## config.mk

```make
export PLATFORM = sky130hd
export DESIGN_NAME = wait_reqgen
export DESIGN_NICKNAME = d
export VERILOG_FILES = /design/src/rtl/wait_reqgen.sv
export SDC_FILE = /design/constraint.sdc
export NUM_CORES = 1
export LEC_CHECK = 0
export ABC_AREA = 1
export CORE_ASPECT_RATIO = 1.75
export CORE_UTILIZATION = 41
export DETAILED_ROUTE_END_ITERATION = 10
export PLACE_DENSITY = 0.78
export SLEW_MARGIN = 25
export SYNTH_ARGS = -nofsm -noshare
export SYNTH_HDL_FRONTEND = slang
export SYNTH_SLANG_ARGS = --single-unit
```

## constraint.sdc

```tcl
create_clock -name fclk -period 1.51 [get_ports fclk]
set_input_delay 0.2265 -clock fclk [delete_from_list [all_inputs] [get_ports fclk]]
set_output_delay 0.2265 -clock fclk [all_outputs]
set_load 0.1 [all_outputs]
```

## src/rtl/wait_reqgen.sv

```systemverilog
// Z80 IO wait request generator: gluclock/comport start pulse 1 cycle after iorq_s, wait_end after spi_done; busy drops new iorq_s.
// Optional HOLD timeout under `WAIT_TIMEOUT_EN (forced wait_end, sticky timed_out); without it HOLD waits for spi_done forever.
module wait_reqgen #(
   parameter logic [15:0] GLU_PORT = 16'hBFF7,
   parameter logic [7:0]  COM_PORT = 8'hEF,
   parameter logic [11:0] TIMEOUT  = 12'd4095
) (
   input  logic        fclk,
   input  logic        rst,
   input  logic        iorq_s,
   input  logic [15:0] a,
   input  logic        rnw,
   input  logic [7:0]  din,
   input  logic        gluclock_ena,
   input  logic        spi_done,
   output logic        wait_start_gluclock,
   output logic        wait_start_comport,
   output logic        wait_end,
   output logic [7:0]  wait_addr,
   output logic [7:0]  wait_wrdata,
   output logic        wait_rnw,
   output logic        busy,
   output logic        timed_out
);

   typedef enum logic [1:0] {IDLE, START, HOLD, END} state_t;

   state_t state;
   logic   pending;
   logic   glu_match;
   logic   com_match;

   // Gluclock wins when both decode, so comport only sees the leftover.
   assign glu_match = iorq_s & gluclock_ena & (a == GLU_PORT);
   assign com_match = iorq_s & (a[7:0] == COM_PORT) & ~glu_match;

`ifdef WAIT_TIMEOUT_EN
   logic [11:0] hold_cnt;
   logic        timed_out_q;

   assign timed_out = timed_out_q;
`else
   assign timed_out = 1'b0;
`endif

   always_ff @(posedge fclk or posedge rst) begin
      if (rst) begin
         state               <= IDLE;
         pending             <= 1'b0;
         wait_start_gluclock <= 1'b0;
         wait_start_comport  <= 1'b0;
         wait_end            <= 1'b0;
         busy                <= 1'b0;
         wait_addr           <= 8'h00;
         wait_wrdata         <= 8'h00;
         wait_rnw            <= 1'b1;
`ifdef WAIT_TIMEOUT_EN
         hold_cnt            <= 12'd0;
         timed_out_q         <= 1'b0;
`endif
      end else begin
         wait_start_gluclock <= 1'b0;
         wait_start_comport  <= 1'b0;
         wait_end            <= 1'b0;
         case (state)
            IDLE: begin
               if (glu_match | com_match) begin
                  state               <= START;
                  busy                <= 1'b1;
                  pending             <= 1'b0;
                  wait_addr           <= a[7:0];
                  wait_wrdata         <= din;
                  wait_rnw            <= rnw;
                  // The start pulse registers double as the latched source.
                  wait_start_gluclock <= glu_match;
                  wait_start_comport  <= com_match;
`ifdef WAIT_TIMEOUT_EN
                  timed_out_q         <= 1'b0;
`endif
               end
            end
            START: begin
               state <= HOLD;
               if (spi_done)
                  pending <= 1'b1;
`ifdef WAIT_TIMEOUT_EN
               hold_cnt <= 12'd0;
`endif
            end
            HOLD: begin
               if (spi_done | pending) begin
                  state    <= END;
                  wait_end <= 1'b1;
                  pending  <= 1'b0;
               end
`ifdef WAIT_TIMEOUT_EN
               // hold_cnt+1 is the number of HOLD cycles including this one.
               else if (hold_cnt + 12'd1 == TIMEOUT) begin
                  state       <= END;
                  wait_end    <= 1'b1;
                  timed_out_q <= 1'b1;
               end else begin
                  hold_cnt <= hold_cnt + 12'd1;
               end
`endif
            end
            END: begin
               state <= IDLE;
               busy  <= 1'b0;
            end
            default: begin
               state <= IDLE;
               busy  <= 1'b0;
            end
         endcase
      end
   end

endmodule

```

==> results of run 1 <==
[stage by stage]
step / setup slack (ns) / power (W)
CTS: 0.00183 / 0.00213
global placement: -0.116 / 0.00171
detailed placement: -0.210 / 0.00175
finish: 0.0907 / 0.00217
global route: -0.00187 / 0.00229
floorplan: 0.177 / 0.00138
[kinds of logic after synthesis]
family | count (synthesis) | synth area share
AOI/OAI and AO/OA | 4 | 0.0168
adders and majority gates | 5 | 0.0526
buffers and inverters | 21 | 0.0852
DFF | 24 | 0.506
other | 1 | 0.00315
and+or+nand+nor | 83 | 0.336
[per-layer routing]
layer	vias up	global-route usage	part of all wire
met1	516	0.169	0.34
met2	54	0.377	0.58
met3	7	0.0418	0.058
li1	543	-	-
met5	-	0	0
met4	0	0.0694	0.018
[cells in the final DEF, fill, tap and decap left out]
cell / instances
nand2_1: 42
clkdlybuf4s50_1: 29
dfrtp_1: 23
buf_12: 22
inv_1: 16
nand3_1: 15
nor2_1: 11
buf_4: 11
or2_2: 5
ha_1: 4
clkbuf_8: 3
nand3b_1: 2
nor2_2: 2
nand3_4: 2
a21oi_1: 2
inv_2: 1
and2_4: 1
nand2_4: 1
or2_1: 1
o21ai_0: 1
o21ai_1: 1
nand4_1: 1
ha_2: 1
conb_1: 1
clkbuf_1: 1
dfstp_2: 1
[worst max path at each step]
stage / cells after the start / start / endpoint / slack, ns
floorplan: 6 / state[0]$_DFFE_PP0P_ / wait_addr[7]$_DFFE_PP0P_ / 0.18
global placement: 8 / a[0] / wait_wrdata[7]$_DFFE_PP0P_ / -0.12
detailed placement: 8 / a[7] / wait_wrdata[1]$_DFFE_PP0P_ / -0.21
CTS: 5 / state[1]$_DFFE_PP0P_ / wait_addr[1]$_DFFE_PP0P_ / 0.002
global route: 8 / a[7] / wait_rnw$_DFFE_PP1P_ / -0.002
finish: 8 / a[7] / wait_wrdata[4]$_DFFE_PP0P_ / 0.09
[final cells by class]
cell class	count	share of cell area
repair buffers	62	0.397
flip-flops and latches	24	0.294
multi-input cells	93	0.239
well taps	27	0.0165
inverters	17	0.0312
clock buffers	4	0.0220
[sequential cells by signal, summed over array words and instances (netlist names)]
register and cells:
wait_addr 8, wait_wrdata 8, state 2, busy 1, pending 1, wait_end 1
wait_rnw 1, wait_start_comport 1, wait_start_gluclock 1
[worst reg2reg max path, stage by stage, from the launching register on]
cell and delay, ns:
dfrtp_1 0.39, inv_1 0.09, ha_2 0.22, nand3_4 0.15, nand2_4 0.13, or2_2 0.30
[power groups by stage]
stage / logic [W] / registers, W / clock network, W
6_report: 0.00101 / 0.000786 / 0.000378
3_3_place_gp: 0.000918 / 0.000793 / 0
3_5_place_dp: 0.000954 / 0.000801 / 0
4_1_cts: 0.000955 / 0.000791 / 0.000384
5_1_grt: 0.00108 / 0.000794 / 0.000417
2_1_floorplan: 0.000327 / 0.00105 / 0
[timing repair]
| item | CTS | global route |
|---|---|---|
| hold endpoints to repair | 0 | 0 |
| gates resized for setup | 0 | 1 |
| setup endpoints to repair | 5 | 13 |
| buffers inserted | 0 | 5 |
| pin swaps | 1 | 1 |
==> results.py, run 1 <==
metrics = {
    "floorplanning": {
        "dieArea_mm2": 0.00313,
        "start_util": 0.437,
        "dieHeight_um": 73.3,
        "coreArea_mm2": 0.00272,
        "fp.dieW_um": 42.7,
        "std_cell_rows": 25,
        "ios": 52,
    },
    "logic_synthesis": {
        "synth_edf_count": 0,
        "avgSynthCellArea_um2": 8.62,
        "async_flop_share": 1.00,
        "synth_cell_types": 22,
        "synth_top_area_cell": "dfrtp_1",
        "ys_top_cells_by_area": "dfrtp_1 (48%), nand2_1 (13%), nand3_1 (6.3%)",
        "synth_top_cell_area_share": 0.484,
        "synth_nets": 173,
        "yosys_warnings": 0,
        "syn-instance-count": 138,
        "synthTopCellsByCount": "nand2_1 (42), dfrtp_1 (23), inv_1 (16)",
        "ys_seq_area_frac": 0.506,
        "syn_area_mm2": 0.00119,
        "ys_ff_latch": 24,
        "synthFlopType": "dfrtp_1",
        "yosysMostFrequentCell": "nand2_1",
    },
    "worst_setup_path": {
        "rr_worst_depth": 5,
        "critPathMaxStageDelay_ns": 0.49,
        "worstPathCellList": "clkdlybuf4s50_1, nand2_1, nor2_1, and2_4, nand3_4, buf_4, nand3_1, nand2_1",
        "start_kind": "primary input",
        "worst_ep_required_time_ns": 1.67,
        "cp.buffers_inverters": 2,
        "critPathTopFamily": "simple AND/OR/NAND/NOR gates",
        "path_class": "in2reg",
        "crit_path_frequent_cell": "nand2_1",
        "r2r_end": "wait_addr[1]$_DFFE_PP0P_",
        "reg2reg_from": "state[1]$_DFFE_PP0P_",
        "crit_path_top_delay_cell": "clkdlybuf4s50_1",
        "worst_setup_path_end_kind": "register",
        "r2r_setup_slack_ns": 0.11,
        "path_max_fanout": 8,
        "arrival_ns": 1.58,
    },
    "power": {
        "p_leak_nw": 1.07,
        "p_int_w": 0.00132,
        "seq_power_share": 0.362,
        "ir_drop_mv": 0.753,
        "power.density_mw_per_mm2": 1060,
        "clkPwrFrac": 0.174,
        "combPwrFrac": 0.464,
        "swShare": 0.393,
        "p_sw_w": 0.000854,
    },
    "placement": {
        "dp.cells": 218,
        "io_buffer_count": 50,
        "place_congestion": 0.830,
        "post-dp-hpwl_mm": 2.24,
        "postPlaceCellArea_mm2": 0.00196,
    },
    "final_layout": {
        "drive_gt1_frac": 0.250,
        "fin_cells": 227,
        "n_antenna_cell": 0,
        "multiInputGateArea_um2": 489,
        "nets": 236,
        "synthToLayoutAreaGrowth_pct": 72.0,
        "fillers": 176,
        "utilization": 0.752,
        "design_area_mm2": 0.00205,
        "regArea_um2": 602,
    },
    "global_routing": {
        "grt_usage": 0.186,
        "grt_max_degree": 25,
        "grt_pass1_vias": 1095,
        "antenna_found_initial": 0,
        "globalRouteOverflowTotal": 0,
        "grt_pass1_wl_mm": 4.46,
    },
    "detailed_routing": {
        "wirelength_mm": 2.80,
        "via_per_inst": 4.93,
        "drt_iter0_drc": 18,
        "antenna_left": 0,
        "route.vias.total": 1120,
        "wl_per_cell_um": 12.3,
        "first_pass_iters": 4,
        "drc": 0,
    },
    "clock_network": {
        "ctsHtreeMaxLevel": 1,
        "ctsLongestPathBuffers": 2,
        "cts_buffers": 3,
        "clk-insertion-delay-late_ns": 0.26,
        "cts_tree": "done",
        "cts_sinks": 24,
        "holdBufCountCts": 0,
        "root_buffer": "clkbuf_8",
        "path_clk_slew_ns": 0.08,
    },
    "run": {
        "cap_viol_max_count": 0,
    },
    "sta": {
        "fmax_mhz": 705,
        "hold_viol": 0,
        "holdWs_ns": 0.323,
        "fin_skew_ns": 0.00868,
        "finalSetupViolCount": 0,
        "finalCriticalPeriod_ns": 1.42,
        "tns_ns": 0,
        "slew_violations": 0,
        "finalCritPeriodShare": 0.940,
    },
    "hold_path": {
        "hold_class": "in2async",
    },
    "status": {
        "outcome": "complete, no violations",
    },
}
No activity file was read; power rests on OpenSTA's default activity.
==> inputs of run 2 (changes only) <==
--- a/config.mk
+++ b/config.mk
@@ -9,6 +9,7 @@
 export CORE_ASPECT_RATIO = 1.75
 export CORE_UTILIZATION = 41
 export DETAILED_ROUTE_END_ITERATION = 10
+export HOLD_SLACK_MARGIN = 0.06
 export PLACE_DENSITY = 0.78
 export SLEW_MARGIN = 25
 export SYNTH_ARGS = -nofsm -noshare
==> results of run 2 <==
Final layout, timing and power as in run 1 (identical DEF).
